### src/rtl/comparator_scan_controller.sv
// comparator_scan_controller
// Steps the comparator pulse injector through a DAC scan. Each step loads a
// DAC code, clears the injector error counters, settles, fires a programmed
// number of pulses via the fire_pulse / pulser_ready handshake, waits for the
// counters to settle and then offers the captured error counts as a result
// that software must acknowledge before the next step begins.

module comparator_scan_controller #(
  parameter int STEP_W  = 8,
  parameter int TRIAL_W = 16,
  parameter int TIMEOUT = 255
) (
  input  logic               clk,
  input  logic               rst_n,
  input  logic               start,
  input  logic               abort,
  input  logic [STEP_W-1:0]  num_steps,
  input  logic [TRIAL_W-1:0] num_trials,
  input  logic [STEP_W-1:0]  dac_start,
  input  logic [STEP_W-1:0]  dac_stride,
  input  logic [7:0]         settle_cycles,
  output logic [STEP_W-1:0]  dac_code,
  output logic               dac_load,
  output logic               fire_pulse,
  input  logic               pulser_ready,
  output logic               halfstrips_errcnt_rst,
  output logic               compout_errcnt_rst,
  input  logic [31:0]        halfstrips_errcnt,
  input  logic [31:0]        compout_errcnt,
  output logic               busy,
  output logic               done,
  output logic               timeout_err,
  output logic               result_valid,
  input  logic               result_ack,
  output logic [STEP_W-1:0]  result_step,
  output logic [31:0]        result_hs_errs,
  output logic [31:0]        result_co_errs,
  output logic [TRIAL_W-1:0] trial_count
);

  // Handshake timer must hold values up to TIMEOUT-1; DRAIN reuses it to
  // count its two cycles.
  localparam int TMR_W = (TIMEOUT < 2) ? 1 : $clog2(TIMEOUT + 1);
  localparam logic [TMR_W-1:0] TMR_LAST  = TMR_W'(TIMEOUT - 1);
  localparam logic [TMR_W-1:0] DRAIN_END = TMR_W'(1);

  typedef enum logic [3:0] {
    S_IDLE,
    S_LOAD,
    S_SETTLE,
    S_FIRE,
    S_WAIT_BUSY,
    S_WAIT_READY,
    S_DRAIN,
    S_REPORT,
    S_DONE
  } state_t;

  state_t state_q, state_d;

  // Scan configuration captured when a start is accepted.
  logic [STEP_W-1:0]  steps_q;
  logic [TRIAL_W-1:0] trials_q;
  logic [STEP_W-1:0]  stride_q;
  logic [7:0]         settle_q;

  // Per-step working registers.
  logic [STEP_W-1:0]  step_q;
  logic [STEP_W-1:0]  dac_code_q;
  logic [TRIAL_W-1:0] trial_count_q;
  logic [7:0]         settle_left_q;
  logic [TMR_W-1:0]   timer_q;

  // Status and result registers.
  logic               timeout_err_q;
  logic               result_valid_q;
  logic [STEP_W-1:0]  result_step_q;
  logic [31:0]        result_hs_q;
  logic [31:0]        result_co_q;

  // Decoded events.
  logic abort_hit;
  logic start_hit;
  logic settle_done;
  logic wait_expired;
  logic last_step;
  logic more_trials;
  logic step_advance;
  logic next_load;
  logic drain_capture;
  logic tmo_hit;

  assign abort_hit     = abort && (state_q != S_IDLE);
  assign start_hit     = start && !abort && (state_q == S_IDLE);
  // A settle count of 0 or 1 both give a single SETTLE cycle.
  assign settle_done   = (settle_left_q <= 8'd1);
  assign wait_expired  = (timer_q == TMR_LAST);
  // Compared at STEP_W width so the final step of a 2^STEP_W-1 scan
  // terminates without the step counter wrapping first.
  assign last_step     = ((step_q + STEP_W'(1)) == steps_q);
  assign more_trials   = (trial_count_q < trials_q);
  assign step_advance  = (state_q == S_REPORT) && result_ack && !abort;
  assign next_load     = step_advance && !last_step;
  assign drain_capture = (state_q == S_DRAIN) && (timer_q == DRAIN_END) && !abort;

  // State register.
  always_ff @(posedge clk or negedge rst_n) begin
    // NOTE: every clocked register uses non-blocking assignment so all
    // flops update together from the values sampled at the same edge.
    if (!rst_n) state_q <= S_IDLE;
    else        state_q <= state_d;
  end

  // Next-state decode; abort overrides everything else in a non-IDLE state.
  always_comb begin
    // NOTE: defaults first so every path assigns every output and no latch
    // is inferred.
    state_d = state_q;
    tmo_hit = 1'b0;
    unique case (state_q)
      S_IDLE: begin
        if (start_hit) state_d = (num_steps == '0) ? S_DONE : S_LOAD;
      end
      S_LOAD: state_d = S_SETTLE;
      S_SETTLE: begin
        if (settle_done) begin
          if (trials_q == '0)   state_d = S_DRAIN;
          else if (pulser_ready) state_d = S_FIRE;
        end
      end
      S_FIRE: state_d = S_WAIT_BUSY;
      S_WAIT_BUSY: begin
        if (!pulser_ready) begin
          state_d = S_WAIT_READY;
        end else if (wait_expired) begin
          state_d = S_DONE;
          tmo_hit = 1'b1;
        end
      end
      S_WAIT_READY: begin
        if (pulser_ready) begin
          state_d = more_trials ? S_FIRE : S_DRAIN;
        end else if (wait_expired) begin
          state_d = S_DONE;
          tmo_hit = 1'b1;
        end
      end
      S_DRAIN: begin
        if (timer_q == DRAIN_END) state_d = S_REPORT;
      end
      S_REPORT: begin
        if (result_ack) state_d = last_step ? S_DONE : S_LOAD;
      end
      S_DONE: state_d = S_IDLE;
      default: state_d = S_IDLE;
    endcase
    if (abort_hit) begin
      state_d = S_IDLE;
      tmo_hit = 1'b0;
    end
  end

  // Configuration capture on an accepted start.
  always_ff @(posedge clk or negedge rst_n) begin
    if (!rst_n) begin
      steps_q  <= '0;
      trials_q <= '0;
      stride_q <= '0;
      settle_q <= '0;
    end else if (start_hit) begin
      steps_q  <= num_steps;
      trials_q <= num_trials;
      stride_q <= dac_stride;
      settle_q <= settle_cycles;
    end
  end

  // Step index and DAC code; the code is set as LOAD is entered so it is
  // already valid while dac_load is high, and wraps modulo 2^STEP_W.
  always_ff @(posedge clk or negedge rst_n) begin
    if (!rst_n) begin
      step_q     <= '0;
      dac_code_q <= '0;
    end else if (start_hit) begin
      step_q <= '0;
      if (num_steps != '0) dac_code_q <= dac_start;
    end else if (step_advance) begin
      step_q <= step_q + STEP_W'(1);
      if (!last_step) dac_code_q <= dac_code_q + stride_q;
    end
  end

  // Pulses fired in the current step; zero from LOAD onwards.
  always_ff @(posedge clk or negedge rst_n) begin
    if (!rst_n) begin
      trial_count_q <= '0;
    end else if (start_hit || next_load) begin
      trial_count_q <= '0;
    end else if ((state_q == S_FIRE) && !abort) begin
      trial_count_q <= trial_count_q + TRIAL_W'(1);
    end
  end

  // Settle down-counter, armed during LOAD.
  always_ff @(posedge clk or negedge rst_n) begin
    if (!rst_n) begin
      settle_left_q <= '0;
    end else if (state_q == S_LOAD) begin
      settle_left_q <= settle_q;
    end else if ((state_q == S_SETTLE) && !settle_done) begin
      settle_left_q <= settle_left_q - 8'd1;
    end
  end

  // Cycle timer for the two handshake waits and DRAIN; restarts on every
  // state change so each wait gets its own TIMEOUT budget.
  always_ff @(posedge clk or negedge rst_n) begin
    if (!rst_n) begin
      timer_q <= '0;
    end else if (state_d != state_q) begin
      timer_q <= '0;
    end else if (state_q inside {S_WAIT_BUSY, S_WAIT_READY, S_DRAIN}) begin
      timer_q <= timer_q + TMR_W'(1);
    end
  end

  // Sticky handshake-timeout flag; only a new accepted start clears it.
  always_ff @(posedge clk or negedge rst_n) begin
    if (!rst_n)         timeout_err_q <= 1'b0;
    else if (start_hit) timeout_err_q <= 1'b0;
    else if (tmo_hit)   timeout_err_q <= 1'b1;
  end

  // Result capture at the end of DRAIN, release on acknowledge or abort.
  always_ff @(posedge clk or negedge rst_n) begin
    // NOTE: the captured counts drive ports directly, so they are reset
    // like control state rather than left as unreset data.
    if (!rst_n) begin
      result_valid_q <= 1'b0;
      result_step_q  <= '0;
      result_hs_q    <= '0;
      result_co_q    <= '0;
    end else if (abort_hit) begin
      result_valid_q <= 1'b0;
    end else if (drain_capture) begin
      result_valid_q <= 1'b1;
      result_step_q  <= step_q;
      result_hs_q    <= halfstrips_errcnt;
      result_co_q    <= compout_errcnt;
    end else if (step_advance) begin
      result_valid_q <= 1'b0;
    end
  end

  // Moore outputs: strobes last exactly one cycle because their states do.
  assign dac_code              = dac_code_q;
  assign dac_load              = (state_q == S_LOAD);
  assign halfstrips_errcnt_rst = (state_q == S_LOAD);
  assign compout_errcnt_rst    = (state_q == S_LOAD);
  assign fire_pulse            = (state_q == S_FIRE);
  assign busy                  = (state_q != S_IDLE);
  // A timeout also lands in DONE, but with the sticky flag set.
  assign done                  = (state_q == S_DONE) && !timeout_err_q;
  assign timeout_err           = timeout_err_q;
  assign result_valid          = result_valid_q;
  assign result_step           = result_step_q;
  assign result_hs_errs        = result_hs_q;
  assign result_co_errs        = result_co_q;
  assign trial_count           = trial_count_q;

endmodule

### config.mk
export PLATFORM = sky130hd
export DESIGN_NAME = comparator_scan_controller
export DESIGN_NICKNAME = d
export VERILOG_FILES = /design/src/rtl/comparator_scan_controller.sv
export SDC_FILE = /design/constraint.sdc
export NUM_CORES = 1
export LEC_CHECK = 0
export ABC_AREA = 1
export CAP_MARGIN = 25
export CORE_UTILIZATION = 44
export CTS_CLUSTER_SIZE = 10
export DETAILED_ROUTE_END_ITERATION = 6
export PLACE_DENSITY_LB_ADDON = 0.3
export SYNTH_ARGS = -nofsm -noshare
export SYNTH_HDL_FRONTEND = slang
export SYNTH_SLANG_ARGS = --single-unit
### constraint.sdc
create_clock -name clk -period 1.97 [get_ports clk]
set_input_delay 0.2955 -clock clk [delete_from_list [all_inputs] [get_ports clk]]
set_output_delay 0.2955 -clock clk [all_outputs]
set_load 0.05 [all_outputs]
==> run summary, run 1 <==
Outcome -> complete, but fails checks
Failing checks -> negative setup slack
First-pass GRT wire length -> 35,060 µm
Post-layout instance area -> 12,450 µm²
Port buffer count -> 221
Number of top-level design ports -> 222
Setup repair after global routing missed its margin -> yes
Ys flop type -> sky130_fd_sc_hd__dfrtp_1
Maximum clock frequency -> 0.4767 GHz
Number of nets at the end of the flow -> 1,369
Chip Height -> 139.5 µm
Highest ir drop seen on vdd -> 0.7252 mV
Iteration-0 DRC count of the detailed router -> 398
Detailed-placement wirelength estimate -> 15,770 µm
Worst hold path type -> in -> async
Mapped Nets -> 1,065
Synthesis-to-layout area growth -> 49.56%
Root buffer cell -> sky130_fd_sc_hd__clkbuf_16
Sum of buffers and inverters on the critical path -> 2
Antenna fix cells -> 0
Fraction of final layout cells sized beyond drive strength 1 -> 0.2577
Cell occurring most often along the worst timing path -> sky130_fd_sc_hd__nand2_1
Slowest stage cell on the critical path -> sky130_fd_sc_hd__dfrtp_1
Family with the most delay on the worst path -> simple AND/OR/NAND/NOR gates
Vias/cell -> 5.000
Max_cap viols -> 0
Starting utilization of the core area -> 0.4556
Synth cell count leaders -> sky130_fd_sc_hd__nand2_1 (216), sky130_fd_sc_hd__dfrtp_1 (166), sky130_fd_sc_hd__inv_1 (92), sky130_fd_sc_hd__nor2_1 (68), sky130_fd_sc_hd__mux2_2 (64)
Share of the synthesized area in the top cell type -> 0.4990
Synthesized area per cell -> 9.078 µm²
Count of TritonRoute iterations in the first routing pass -> 6
Transition time at the pin with the least slew margin -> 0.5341 ns
Critical path's largest stage delay -> 0.39 ns
Setup violations, final -> 29
Number of rows in the core area -> 49
P_leak -> 6.075 nW
DR vias -> 7,315
Start-to-end type of the worst setup path -> reg -> reg
Final hold violation count -> 0
Reg clk slew, reported paths -> 0.07 ns
Number of storage elements in the synthesis netlist -> 166
Combined global-route utilization of all metal layers -> 0.2270
Slew Limit Fails -> 0
Sinks on Clock Net -> 166
DRC violations left -> 0
Mapped Cells -> 917
Final worst clock skew -> 0.01562 ns
Worst-case setup margin in the final layout -> -0.1279 ns
Pin count of the biggest net entering global routing -> 59
Pwr per Cell Area -> 1089 nW/µm²
Startpoint Class -> flop
Number of CTS-inserted buffers -> 17
Die Width -> 139.5 µm
Unique cell type count in the Yosys netlist -> 42
Top cell type by total area after synthesis -> sky130_fd_sc_hd__dfrtp_1
Clock tree from TritonCTS -> yes
Worst hold-check slack -> 0.3454 ns
Main area contributors after synthesis -> sky130_fd_sc_hd__dfrtp_1 (50%), sky130_fd_sc_hd__nand2_1 (9.7%), sky130_fd_sc_hd__mux2_2 (8.7%), sky130_fd_sc_hd__ha_1 (4.4%), sky130_fd_sc_hd__inv_1 (4.1%)
Residual antenna-violating net count after detailed routing -> 0
Synth Cell Area -> 8324 µm²
Critical-path cell list -> buf_4 -> ha_4 -> nor2_2 -> nor2_2 -> buf_4 -> nand3_4 -> nand2_2 -> nand2_1 -> nand2_1 -> nand2_1 -> nor2_1 -> nand2_1 -> nand2_2 -> nand2_1 -> nand2_1 -> nor2_2 -> nand2_4 -> nor2_2
Floorplan core area -> 18,270 µm²
Non-filler instance count after layout -> 1,463
Proportion of register bits with asynchronous set or reset after synthesis -> 1.000
Number of enable flip-flop cells after synthesis -> 0
Gr ovfl total -> 0
Slew headroom -> 0.6428
Arrival time at the worst endpoint -> 2.46 ns
H-tree level count -> 4
Fin crit share -> 1.065
Time the worst path needs with I/O delays and setup -> 2.098 ns
Synthesis Warnings -> 0
Antenna violations before repair -> 0
Crit Path Max Fanout -> 8
DP Cell Count -> 1,415
Required time of the critical path -> 2.33 ns
Setup crit end kind -> flop
Total cell area at the placement stage -> 11,390 µm²
Clock tree buffer depth -> 2
Weighted congestion reported at the end of routability-driven placement -> 0.8235
Most instantiated library cell after synthesis -> sky130_fd_sc_hd__nand2_1
Final wirelength -> 22,270 µm
Total negative slack -> -2.029 ns
Wire length per cell -> 15.22 µm
Sequential-to-total area share from yosys stat -> 0.4990
Die area -> 19,470 µm²
Via count of the first global-routing pass -> 7,107
Clk Latency, worst-skew pair -> 0.43 ns
-- final cells by class --
| type | count | area, µm² |
|---|---|---|
| sequential | 166 | 4178 |
| inverter | 105 | 394.1 |
| fill | 1440 | 5821 |
| clock inverter | 13 | 133.9 |
| tap | 229 | 286.5 |
| timing repair buffer | 309 | 3054 |
| clock buffer | 19 | 432.9 |
| multi-input combinational | 622 | 3970 |
-- sequential cells by signal (all words and copies together), names as in the netlist --
signal / count
result_co_errs: 32
result_hs_errs: 32
trial_count: 16
trials_q: 16
dac_code: 8
result_step: 8
settle_left_q: 8
settle_q: 8
step_q: 8
steps_q: 8
stride_q: 8
timer_q: 8
state_q: 4
result_valid: 1
timeout_err: 1
-- what timing repair did --
action | in CTS | in global routing
cloned | 0 | 4
endpoints found under the hold margin | 38 | 0
endpoints found under the setup margin | 35 | 40
pin swaps | 7 | 22
buffers inserted | 0 | 11
hold buffers | 1 | 0
gates resized for setup | 25 | 76
-- placed cells by master, fill, tap and decap left out, types with 18 or more instances in the layout --
| master | count |
|---|---|
| sky130_fd_sc_hd__ha_1 | 24 |
| sky130_fd_sc_hd__nor2_2 | 23 |
| sky130_fd_sc_hd__nor2_1 | 55 |
| sky130_fd_sc_hd__mux2_2 | 64 |
| sky130_fd_sc_hd__inv_1 | 88 |
| sky130_fd_sc_hd__dfrtp_1 | 147 |
| sky130_fd_sc_hd__o21ai_0 | 62 |
| sky130_fd_sc_hd__buf_4 | 76 |
| sky130_fd_sc_hd__clkbuf_16 | 19 |
| sky130_fd_sc_hd__clkdlybuf4s50_1 | 192 |
| sky130_fd_sc_hd__dfrtp_2 | 19 |
| sky130_fd_sc_hd__nand3_1 | 41 |
| sky130_fd_sc_hd__nand2_1 | 209 |
| sky130_fd_sc_hd__xor2_1 | 18 |
-- power breakdown --
group | switching (W) | internal [W]
registers | 0.000507 | 0.00416
clock network | 0.00147 | 0.00178
logic | 0.00337 | 0.00228
total | 0.00535 | 0.00821
-- stage by stage --
| stage | total power, W | util | setup WS (ns) |
|---|---|---|---|
| floorplan | 0.008002 | - | 0.00009837 |
| global placement | 0.009648 | 0.6233 | -0.07236 |
| detailed placement | 0.009818 | 0.6233 | -0.1151 |
| CTS | 0.01318 | 0.6566 | -0.03160 |
| global route | 0.01443 | 0.6814 | -0.2829 |
| finish | 0.01356 | 0.6814 | -0.1279 |
-- worst paths after layout --
| path | to | start | slack, ns | depth (start not counted) |
|---|---|---|---|---|
| max | timer_q[0] | settle_left_q[0] | -0.13 | 18 |
| max in group asynchronous | result_co_errs[25] | rst_n | 0.94 | 3 |
| min reg2reg | settle_q[3] | settle_q[3] | 0.48 | 2 |
| max reg2reg | timer_q[0] | settle_left_q[0] | -0.13 | 18 |
| min in group clk | stride_q[4] | dac_stride[4] | 0.40 | 3 |
| min | result_co_errs[13] | rst_n | 0.35 | 2 |
-- cell families after synthesis --
family                     count (synthesis)  synth area share
DFF                                      166            0.4990
and+or+nand+nor                          409            0.2220
xor gates and xnor gates                  22           0.02315
buffers and inverters                    130           0.06133
adders and majority gates                 30           0.04599
AOI/OAI and AO/OA                         96           0.06193
muxes                                     64           0.08658
-- per-layer routing --
layer,vias up,routed length (µm),global-route usage,part of all wire
li1,3583,-,-,-
met1,3467,9751,0.2919,0.44
met2,238,11000,0.3832,0.49
met3,27,1162,0.04439,0.052
met4,0,355,0.07692,0.016
met5,-,0,0,0
-- worst register-to-register path: stages, from the launching register on --
cell	delay [ns]
sky130_fd_sc_hd__dfrtp_1	0.39
sky130_fd_sc_hd__buf_4	0.15
sky130_fd_sc_hd__ha_4	0.15
sky130_fd_sc_hd__nor2_2	0.14
sky130_fd_sc_hd__nor2_2	0.05
sky130_fd_sc_hd__buf_4	0.13
sky130_fd_sc_hd__nand3_4	0.08
sky130_fd_sc_hd__nand2_2	0.04
sky130_fd_sc_hd__nand2_1	0.06
sky130_fd_sc_hd__nand2_1	0.06
sky130_fd_sc_hd__nand2_1	0.06
sky130_fd_sc_hd__nor2_1	0.04
sky130_fd_sc_hd__nand2_1	0.10
sky130_fd_sc_hd__nand2_2	0.08
sky130_fd_sc_hd__nand2_1	0.06
sky130_fd_sc_hd__nand2_1	0.05
sky130_fd_sc_hd__nor2_2	0.14
sky130_fd_sc_hd__nand2_4	0.13
sky130_fd_sc_hd__nor2_2	0.12
Power figures use the tool's default switching activity.
==> inputs of run 2 (changes only) <==
- CORE_UTILIZATION: 44 -> 49
- clock period: 1.97 -> 2.2 ns (I/O delays scaled with it)
==> run summary, run 2 (synthesized netlist as in run 1, its figures left out) <==
Final worst clock skew -> 0.009907 ns (was 0.01562 ns)
Die area -> 17,510 µm² (was 19,470 µm²)
Maximum clock frequency -> 0.4814 GHz
Family with the most delay on the worst path -> buffers and inverters (was simple AND/OR/NAND/NOR gates)
Vias/cell -> 5.003 (was 5.000)
Clock tree from TritonCTS -> yes (unchanged)
Most common cell after layout, fill and taps aside -> sky130_fd_sc_hd__clkdlybuf4s50_1 (was sky130_fd_sc_hd__nand2_1)
Count of TritonRoute iterations in the first routing pass -> 5 (was 6)
Detailed-placement wirelength estimate -> 14,960 µm (was 15,770 µm)
Via count of the first global-routing pass -> 6,855 (was 7,107)
Number of CTS-inserted buffers -> 17 (unchanged)
Root buffer cell -> sky130_fd_sc_hd__clkbuf_16 (unchanged)
Startpoint Class -> flop (unchanged)
Required time of the critical path -> 1.87 ns (was 2.33 ns)
Critical-path cell list -> clkdlybuf4s50_1 (was buf_4 -> ha_4 -> nor2_2 -> nor2_2 -> buf_4 -> nand3_4 -> nand2_2 -> nand2_1 -> nand2_1 -> nand2_1 -> nor2_1 -> nand2_1 -> nand2_2 -> nand2_1 -> nand2_1 -> nor2_2 -> nand2_4 -> nor2_2)
Clock tree buffer depth -> 2 (unchanged)
Worst hold path type -> in -> async (unchanged)
Most frequent cells in the layout -> sky130_fd_sc_hd__clkdlybuf4s50_1 (214), sky130_fd_sc_hd__nand2_1 (213), sky130_fd_sc_hd__dfrtp_1 (164) (was sky130_fd_sc_hd__nand2_1 (209), sky130_fd_sc_hd__clkdlybuf4s50_1 (192), sky130_fd_sc_hd__dfrtp_1 (147))
Crit Path Max Fanout -> 7 (was 8)
Start-to-end type of the worst setup path -> reg -> out (was reg -> reg)
Die Width -> 132.3 µm (was 139.5 µm)
Outcome -> finished, final reports clean (was complete, but fails checks)
Chip Height -> 132.3 µm (was 139.5 µm)
Slew headroom -> 0.6311 (was 0.6428)
Synthesis-to-layout area growth -> 40.75% (was 49.56%)
Sum of buffers and inverters on the critical path -> 1 (was 2)
Pin count of the biggest net entering global routing -> 60 (was 59)
H-tree level count -> 4 (unchanged)
First-pass GRT wire length -> 33,380 µm (was 35,060 µm)
Total cell area at the placement stage -> 11,010 µm² (was 11,390 µm²)
Iteration-0 DRC count of the detailed router -> 314 (was 398)
Critical path's largest stage delay -> 0.85 ns (was 0.39 ns)
Wire length per cell -> 14.38 µm (was 15.22 µm)
Fraction of final layout cells sized beyond drive strength 1 -> 0.1767 (was 0.2577)
Weighted congestion reported at the end of routability-driven placement -> 0.8385 (was 0.8235)
Final hold violation count -> 0 (unchanged)
Starting utilization of the core area -> 0.5020 (was 0.4556)
Pwr per Cell Area -> 997.1 nW/µm² (was 1089 nW/µm²)
Post-layout util -> 0.7065 (was 0.6814)
Setup crit end kind -> output pin (was flop)
DR vias -> 6,989 (was 7,315)
Final wirelength -> 20,100 µm (was 22,270 µm)
DRC violations left -> 0 (unchanged)
Port buffer count -> 221 (unchanged)
Time the worst path needs with I/O delays and setup -> 2.077 ns
Number of nets at the end of the flow -> 1,312 (was 1,369)
Antenna violations before repair -> 0 (unchanged)
Setup violations, final -> 0 (was 29)
Arrival time at the worst endpoint -> 1.75 ns (was 2.46 ns)
P_leak -> 5.651 nW (was 6.075 nW)
Max_cap viols -> 0 (unchanged)
Post-layout instance area -> 11,720 µm² (was 12,450 µm²)
Highest ir drop seen on vdd -> 0.8084 mV (was 0.7252 mV)
Floorplan core area -> 16,580 µm² (was 18,270 µm²)
Antenna fix cells -> 0 (unchanged)
Number of rows in the core area -> 47 (was 49)
Slowest stage cell on the critical path -> sky130_fd_sc_hd__clkdlybuf4s50_1 (was sky130_fd_sc_hd__dfrtp_1)
Reg clk slew, reported paths -> 0.07 ns (about the same)
Slew Limit Fails -> 0 (unchanged)
Sinks on Clock Net -> 166 (unchanged)
Number of top-level design ports -> 222 (unchanged)
Fin crit share -> 0.9441
Transition time at the pin with the least slew margin -> 0.5475 ns (was 0.5341 ns)
Combined global-route utilization of all metal layers -> 0.2388 (was 0.2270)
Clk Latency, worst-skew pair -> 0.42 ns (was 0.43 ns)
Residual antenna-violating net count after detailed routing -> 0 (unchanged)
Gr ovfl total -> 0 (unchanged)
==> run 2: per-layer routing <==
metal	wire, µm	global-route usage	up-vias
met4	320	0.07344	0
met2	9882	0.4076	206
met1	8879	0.3096	3307
met5	0	0	-
met3	1012	0.04191	23
li1	-	-	3453
==> run 2: worst paths after layout <==
kind	cells after the start	startpoint	slack, ns	endpoint
max	1	trial_count[8]	0.12	trial_count[8]
min	2	rst_n	0.44	result_co_errs[29]
max reg2reg	11	step_q[0]	0.15	dac_code[0]
min reg2reg	2	settle_q[3]	0.49	settle_q[3]
max in group asynchronous	3	rst_n	1.11	step_q[1]
min in group clk	3	dac_stride[3]	0.44	stride_q[3]
==> run 2: metrics by stage <==
stage	setup slack [ns]	total power [W]	TNS (ns)	hold WS, ns	cells
floorplan	0.09565	0.007157	0	0.03441	917
global placement	0.02686	0.008453	0	0.3339	1360
detailed placement	0.02289	0.008585	0	0.3344	1360
CTS	0.06770	0.01165	0	0.4221	1393
global route	-0.01956	0.01247	-0.06278	0.4551	1397
finish	0.1229	0.01168	0	0.4396	1397
==> run 2: cell type report <==
class                           count  area [µm²]
Clock buffer                       18       439.2
Tap cell                          220       275.3
Timing Repair Buffer              253        2557
Sequential cell                   166        4156
Clock inverter                     14       160.2
Inverter                          105       394.1
Multi-Input combinational cell    621        3734
Fill cell                        1307        4867
==> run 2: power breakdown <==
| group | switching (W) | internal, W | total [W] |
|---|---|---|---|
| sequential | 0.000421 | 0.00371 | 0.00413 |
| clock | 0.00127 | 0.00173 | 0.00300 |
| combinational | 0.00281 | 0.00174 | 0.00455 |
| total | 0.00450 | 0.00719 | 0.0117 |
==> run 2: timing repair <==
action | CTS | global route
setup buffers | 0 | 4
hold endpoints to repair | 49 | 0
endpoints found under the setup margin | 0 | 27
hold buffers | 1 | 0
resized for setup | 0 | 20
